--- src/rtl/regfile_pkg.sv ---
// Shared definitions for the multi-port register file: controller states and
// default geometry.
package regfile_pkg;

  typedef enum logic [0:0] {
    CLEAR = 1'b0,
    RUN   = 1'b1
  } rf_state_e;

  localparam int RF_WIDTH = 32;
  localparam int RF_DEPTH = 16;

endpackage

--- src/rtl/rf_scoreboard.sv ---
// Pending-load scoreboard: one bit per architectural register (PC slot never
// pending) with three combinational busy lookups.
module rf_scoreboard
  import regfile_pkg::*;
#(
  parameter int DEPTH  = RF_DEPTH,
  parameter int PC_IDX = DEPTH - 1,
  localparam int AW    = $clog2(DEPTH)
) (
  input  logic            clk,
  input  logic            i_srst,
  input  rf_state_e       i_state,
  input  logic            i_pend_set,
  input  logic [AW-1:0]   i_pend_addr,
  input  logic            i_we4,
  input  logic [AW-1:0]   i_wa4,
  input  logic [AW-1:0]   i_ra [3],
  output logic            o_busy [3]
);

  localparam logic [AW-1:0] PC_A = AW'(PC_IDX);

  logic [DEPTH-1:0] r_pend;
  logic [DEPTH-1:0] w_pend_next;

  genvar gi;
  generate
    for (gi = 0; gi < DEPTH; gi++) begin : g_pend
      if (gi == PC_IDX) begin : g_pc
        assign w_pend_next[gi] = 1'b0;
      end else begin : g_reg
        // A new load marking the same register wins over the retiring one.
        assign w_pend_next[gi] = (i_pend_set && (i_pend_addr == AW'(gi))) ||
                                 (r_pend[gi] && !(i_we4 && (i_wa4 == AW'(gi))));
      end
    end
  endgenerate

  always_ff @(posedge clk) begin
    if (i_srst || (i_state != RUN)) begin
      r_pend <= '0;
    end else begin
      r_pend <= w_pend_next;
    end
  end

  generate
    for (gi = 0; gi < 3; gi++) begin : g_busy
      // Hide the bit while the retiring load is being written through the bypass.
      assign o_busy[gi] = (i_state == RUN) && (i_ra[gi] != PC_A) &&
                          r_pend[i_ra[gi]] && !(i_we4 && (i_wa4 == i_ra[gi]));
    end
  endgenerate

endmodule

--- src/rtl/regfile_mp.sv ---
// Two-write / three-read register file with PC read override, write bypass,
// pending-load scoreboard and a post-reset clear sequence.
module regfile_mp
  import regfile_pkg::*;
#(
  parameter int WIDTH  = RF_WIDTH,
  parameter int DEPTH  = RF_DEPTH,
  parameter int PC_IDX = DEPTH - 1,
  localparam int AW    = $clog2(DEPTH)
) (
  input  logic             clk,
  input  logic             reset,
  input  logic             we3,
  input  logic [AW-1:0]    wa3,
  input  logic [WIDTH-1:0] wd3,
  input  logic             we4,
  input  logic [AW-1:0]    wa4,
  input  logic [WIDTH-1:0] wd4,
  input  logic [AW-1:0]    ra1,
  input  logic [AW-1:0]    ra2,
  input  logic [AW-1:0]    ra3,
  input  logic [WIDTH-1:0] pc,
  input  logic             pend_set,
  input  logic [AW-1:0]    pend_addr,
  output logic [WIDTH-1:0] rd1,
  output logic [WIDTH-1:0] rd2,
  output logic [WIDTH-1:0] rd3,
  output logic             busy1,
  output logic             busy2,
  output logic             busy3,
  output logic             ready
);

  localparam logic [AW-1:0] PC_A   = AW'(PC_IDX);
  localparam logic [AW-1:0] LAST_A = AW'(DEPTH - 1);

  rf_state_e        r_state;
  logic [AW-1:0]    r_clr_cnt;
  logic             r_ready;
  logic [WIDTH-1:0] r_mem [DEPTH];

  logic [AW-1:0]    w_ra   [3];
  logic [WIDTH-1:0] w_rd   [3];
  logic             w_busy [3];
  logic             w_run;

  assign w_run = (r_state == RUN);

  always_ff @(posedge clk) begin
    if (reset) begin
      r_state   <= CLEAR;
      r_clr_cnt <= '0;
      r_ready   <= 1'b0;
    end else begin
      case (r_state)
        CLEAR: begin
          r_clr_cnt <= r_clr_cnt + AW'(1);
          if (r_clr_cnt == LAST_A) begin
            r_state <= RUN;
            r_ready <= 1'b1;
          end
        end
        RUN: begin
          r_ready <= 1'b1;
        end
        default: begin
          r_state <= CLEAR;
          r_ready <= 1'b0;
        end
      endcase
    end
  end

  // Contents are only ever zeroed by the clear walk; port B is applied last so
  // it wins a same-address collision with port A.
  always_ff @(posedge clk) begin
    if (!reset) begin
      if (r_state == CLEAR) begin
        if (r_clr_cnt != PC_A) r_mem[r_clr_cnt] <= '0;
      end else begin
        if (we3 && (wa3 != PC_A)) r_mem[wa3] <= wd3;
        if (we4 && (wa4 != PC_A)) r_mem[wa4] <= wd4;
      end
    end
  end

  assign w_ra[0] = ra1;
  assign w_ra[1] = ra2;
  assign w_ra[2] = ra3;

  genvar gi;
  generate
    for (gi = 0; gi < 3; gi++) begin : g_rd
      always_comb begin
        w_rd[gi] = r_mem[w_ra[gi]];
        if (w_ra[gi] == PC_A)                   w_rd[gi] = pc;
        else if (!w_run)                        w_rd[gi] = '0;
        else if (we4 && (wa4 == w_ra[gi]))      w_rd[gi] = wd4;
        else if (we3 && (wa3 == w_ra[gi]))      w_rd[gi] = wd3;
      end
    end
  endgenerate

  rf_scoreboard #(
    .DEPTH  (DEPTH),
    .PC_IDX (PC_IDX)
  ) u_scoreboard (
    .clk         (clk),
    .i_srst      (reset),
    .i_state     (r_state),
    .i_pend_set  (pend_set),
    .i_pend_addr (pend_addr),
    .i_we4       (we4),
    .i_wa4       (wa4),
    .i_ra        (w_ra),
    .o_busy      (w_busy)
  );

  assign rd1   = w_rd[0];
  assign rd2   = w_rd[1];
  assign rd3   = w_rd[2];
  assign busy1 = w_busy[0];
  assign busy2 = w_busy[1];
  assign busy3 = w_busy[2];
  assign ready = r_ready;

endmodule

--- config.mk ---
export PLATFORM = sky130hd
export DESIGN_NAME = regfile_mp
export DESIGN_NICKNAME = d
export VERILOG_FILES = /design/src/rtl/regfile_pkg.sv /design/src/rtl/rf_scoreboard.sv /design/src/rtl/regfile_mp.sv
export SDC_FILE = /design/constraint.sdc
export NUM_CORES = 2
export LEC_CHECK = 0
export ABC_CLOCK_PERIOD_IN_PS = 3480
export CAP_MARGIN = 20
export CORE_ASPECT_RATIO = 1.4
export CORE_MARGIN = 2
export CORE_UTILIZATION = 30
export CTS_CLUSTER_SIZE = 8
export DETAILED_ROUTE_END_ITERATION = 8
export PLACE_DENSITY_LB_ADDON = 0.15
export RECOVER_POWER = 50
export SLEW_MARGIN = 40
export SYNTH_ARGS = -nofsm -noshare
export SYNTH_HDL_FRONTEND = slang
export SYNTH_SLANG_ARGS = --single-unit
--- constraint.sdc ---
create_clock -name clk -period 3.48 [get_ports clk]
set_input_delay 0.348 -clock clk [delete_from_list [all_inputs] [get_ports clk]]
set_output_delay 0.348 -clock clk [all_outputs]
set_load 0.02 [all_outputs]
# Word level (Yosys, flattened, before mapping)
# Memories as Yosys holds them, arrays and structs flattened.
# Cells that the tools add are included.
# classes
n_bitwise	1
muxes	37
reduce_logical	99
n_eq_ne	45
order_cmp	3
n_addsub	1
# op_table
cell	n
32-bit 2-to-1 mux	13
4-bit equality test, second input constant	18
1-bit logical AND	62
4-bit by 3-bit equality test with 1-bit output, second input constant	8
32-bit OR reduction	1
4-bit equality test	6
4-bit inequality test, second input constant	6
1-bit 2-to-1 mux	19
1-bit zero test	18
4-bit by 2-bit equality test with 1-bit output, second input constant	4
1-bit logical OR	16
4-bit by 5-bit < comparator with 1-bit output, second input constant	3
1-bit binary-select mux with 4-bit select	3
4-bit by 1-bit equality test with 1-bit output, second input constant	2
4-bit zero test	2
4-bit by 1-bit adder with 4-bit output, second input constant	1
4-bit 2-to-1 mux	1
2-bit inequality test, second input constant	1
1-bit one-hot mux with 2 select lines	1
1-bit NOT	1
# word_totals
memories	1
wordCells	192
reg_bits	22
ramBits	512
# mem_list
name	depth	word_bits	rd	rd_ports_with_merged_regs	write_ports	line	rtl
r_mem	16	32	3	0	2	regfile_mp.sv:40	logic [WIDTH-1:0] r_mem [DEPTH];

# Logic depth before layout (Yosys ltp)
# depth
ltp_word	8
ltp_mapped	9
mapped_depth_nobuf	5

# Hierarchy
# Synthesis repeated with hierarchy kept, for this count alone.
# hier_totals
cells_unflattened	3688
area_unflattened_um2	37488.5
# by_module_without_submodules
mod	instances	cells_per_inst	area_each_um2
regfile_mp	1	3539	36266.0
rf_scoreboard	1	149	1222.4

# Worst setup path before layout
# Ideal clock, no wire load.
# synth_path
kind	in2reg
startpoint	in wa3[1]
endpoint	mem r_mem[5][0] in the netlist's numbering, enable pin
setup_time_ps	433
slack_ps	65
n_path_buf	2
required_time_ps	3047
arrival_ps	2982
path_stages	6
path_cell_list	clkbuf_1 a41oi_1 buf_2 nor3b_1 a31oi_1 o22ai_1
# synth_rtl
element	line	rtl
start, declared	regfile_mp.sv:14	input logic [AW-1:0] wa3,
end, declared	regfile_mp.sv:40	

# Worst setup path in the final report
# layout_path
startpoint	in wa4[2]
endpoint	out rd3[3]
# layout_between
elab_chain_cells	5
# layout_rtl
element	line	rtl
start, declared	regfile_mp.sv:17	input logic [AW-1:0] wa4,
4-bit equality test	regfile_mp.sv:98	else if (we4 && (wa4 == w_ra[gi])) w_rd[gi] = wd4;
1-bit logical AND	regfile_mp.sv:98	
32-bit 2-to-1 mux	regfile_mp.sv:98	
32-bit 2-to-1 mux	regfile_mp.sv:97	else if (!w_run) w_rd[gi] = '0;
32-bit 2-to-1 mux	regfile_mp.sv:96	if (w_ra[gi] == PC_A) w_rd[gi] = pc;
end, declared	regfile_mp.sv:27	output logic [WIDTH-1:0] rd3,
# Every way passes these cells.

==> results.txt <==
Routed WL per cell - 32.1 um
grt ovf - 0
combinational power share - 14.2%
Crit path max-delay family - buffers and inverters
Final Hold Vio Count - 0
clk buf depth - 3
Critical Path Stages - 9
outcome - finished, final reports clean
sequential element share of the synthesized area - 42.1%
core region area - 124000 sq um
Hold WC Path Type - in2reg
vias in the first global route - 30600
Final Wtd Congestion - 0.858
synth top area cells - edfxtp_1, mux4_2, o21ai_0
initial antenna violation count - 4
routing usage on met3 - 3.24%
number of setup violations in the final report - 0
Clock Latency Late Sink - 0.65 ns
Num CTS Buffers - 76
vias per cell - 5.92
standby leakage power - 15.4 nW
WS Path Type - in2out
GR peak layer - met2
via count - 30800
Initial Util - 30.2%
final setup margin - 0.0534 ns
placed cells - 5098
Main synth FF type - edfxtp_1
fin. max-slew vios - 0
Syn Nets - 3500
slew margin rel. - 4.90%
post-route antenna net violation count - 0
Remaining DRCs - 0
dpl ws - -0.194 ns
layout cell share with drive strength beyond 1 - 25.0%
io pins - 225
initial detailed-routing violation count - 3441
part of the power in registers - 43.1%
Yosys reg bits - 533
worst-path fanout max - 20
setup bufs post-CTS - 0
Setup crit end kind - output port
Hold Crit Depth - 3
commonest non-fill, non-tap cells in the layout - nand2_1, o21ai_0, edfxtp_1
CTS clk-pin slew, worst paths - 0.05 ns
CP max-delay cell - clkdlybuf4s50_1
Int Pwr - 12.1 mW
DIE WIDTH - 303 um
FFs w/ async S/R, synth - 0%
Area Overhead vs Synth - 19.9%
Final Net Count - 3675
CP Data Arrival Time - 3.08 ns
RSZ-0062 raised after global routing - no
Worst EP required - 3.13 ns
Max Clock Skew - 0.0141 ns
first-pass GRT wire length - 235000 um
CTS tree - done
clock power share - 42.7%
synthesized area - 37500 sq um
Yosys cell types - 48
crit start category - input pin
Peak Freq - 0.292 GHz
Cell Chain, Critical Path - clkdlybuf4s50_1 -> xnor2_1 -> nand4_1 -> o21ba_2 -> o21ai_4 -> buf_12 -> o211ai_1 -> buf_4 -> clkdlybuf4s50_1
height of the die - 422 um
Post-synth EDFFs - 512
P_sw - 4.30 mW
largest net degree at the start of global routing - 65
crit-path most repeated cell - clkdlybuf4s50_1
drt pass-1 iters - 5
CTS Sinks - 533
GR Util met1 - 34.4%
std cell rows - 153
dpl hpwl - 106000 um
gr usage total - 25.9%
Slew @ Worst Pin - 1.43 ns
GR Layer Usage met2 - 43.6%
peak supply drop - 0.325 mV
Mean Syn Cell Area - 11.1 sq um
path depth of the worst reg2reg path - 7
H-Tree Level Count - 3
maxcap violations - 0
pwr dens - 364 nW/um^2
switching part of the total power - 26.2%
period utilization - 98.5%
dominant cell type by area after synthesis - edfxtp_1
Port Buffers - 224
die area - 128000 sq um
clock root cell - clkbuf_16
Yosys warning count - 0
total wire length - 167000 um
most common cell after layout, fill and taps aside - nand2_1
crit-path max cell delay - 0.61 ns
final worst path period need - 3.43 ns
final std cells w/o fill - 5200
worst path bufs/invs - 4
Yosys top cell area share - 41.0%
Syn Inst Count - 3374
[final timing paths]
path / start / to / slack, ns
setup / recovery: wa4[2] / rd3[3] / 0.05
hold / removal: pend_addr[0] / u_scoreboard.r_pend[7]$_SDFF_PP0_ / 0.43
setup reg to reg: r_state$_SDFF_PP0_ / r_mem[11][5]$_DFFE_PP_ / 0.13
hold reg to reg: ready$_SDFFE_PP0P_ / ready$_SDFFE_PP0P_ / 0.47
[cell usage after synthesis (2+ instances only)]
cell type,number
or3_1,3
o22ai_1,17
xor2_1,2
a211oi_1,6
nor3b_1,3
nor2b_1,6
o21ba_1,3
inv_1,39
buf_2,122
clkbuf_1,221
a21oi_1,17
or2_2,3
buf_4,21
nor2_2,5
nand2b_1,7
nand3_1,99
nand3b_1,5
buf_6,11
xnor2_1,25
buf_1,33
a31oi_1,8
dfxtp_1,21
nor3_1,6
o21ai_0,567
nor3_2,2
clkbuf_2,2
o21bai_1,4
mux2i_1,100
mux2_2,93
nand4_1,9
o211ai_1,93
o21ai_1,214
and2_1,4
nor2_4,5
and3b_1,2
mux4_2,396
nor2_1,19
nand2_1,658
o31a_1,3
edfxtp_1,512
[power groups by stage]
stage	clock network, mW	registers [mW]	logic, mW
detailed placement	0	7.19	2.34
finish	7.00	7.06	2.33
global placement	0	7.18	2.35
global route	7.30	7.06	2.42
floorplan	0	7.18	1.21
CTS	7.12	7.06	2.35
[state kept, by name, summed over array words and instances (netlist names)]
register             flops
ready                    1
r_clr_cnt                4
r_state                  1
r_mem                  512
u_scoreboard.r_pend     15
[per-stage QoR]
stage          TNS (ns)  hold WS [ns]  power (mW)  cell area (sq um)  utilization [%]
4_1_cts               0         0.394        16.5              45500             36.7
3_5_place_dp     -0.205         0.463        9.53              43400             35.0
2_1_floorplan         0         0.470        8.39              37500                -
6_report              0         0.434        16.4              45000             36.3
3_3_place_gp     -0.336         0.461        9.53              43400             34.9
5_1_grt               0         0.458        16.8              45000             36.3
[final cells by class]
type / count / area, sq um
Fill cell: 12100 / 79100
Multi-Input combinational cell: 2392 / 19900
Timing Repair Buffer: 507 / 5000
Clock inverter: 4 / 50.0
Tap cell: 1627 / 2040
Inverter: 39 / 146
Sequential cell: 533 / 15800
Clock buffer: 96 / 2040
Antenna cell: 2 / 5.00
[tightest hold or removal path, delay by kind of cell]
kind,cells,cell delay (ns)
buf+inv,1,0.50
simple gates,1,0.13
compound gates,1,0.06
[cells by family after synthesis]
| family | synth area share (%) |
|---|---|
| AO/OA/AOI/OAI | 13.4 |
| AND/OR/NAND/NOR | 9.27 |
| multiplexers | 29.2 |
| flip-flops | 42.1 |
| buffers and inverters | 5.34 |
| XOR/XNOR | 0.630 |
| adder cells (fa/ha/maj) | 0.0334 |
[metal layers]
metal / vias to the layer above / routed length [um]
met5: - / 0
met3: 289 / 12100
met1: 15700 / 67400
met2: 1539 / 82100
met4: 0 / 5510
li1: 13200 / -
[repair_timing]
| item | CTS | global route |
|---|---|---|
| hold buffers | 0 | 0 |
| gates resized for setup | 4 | 6 |
| pin swaps | 1 | 0 |
| setup endpoints to repair | 4 | 5 |
Power figures use the tool's default switching activity.
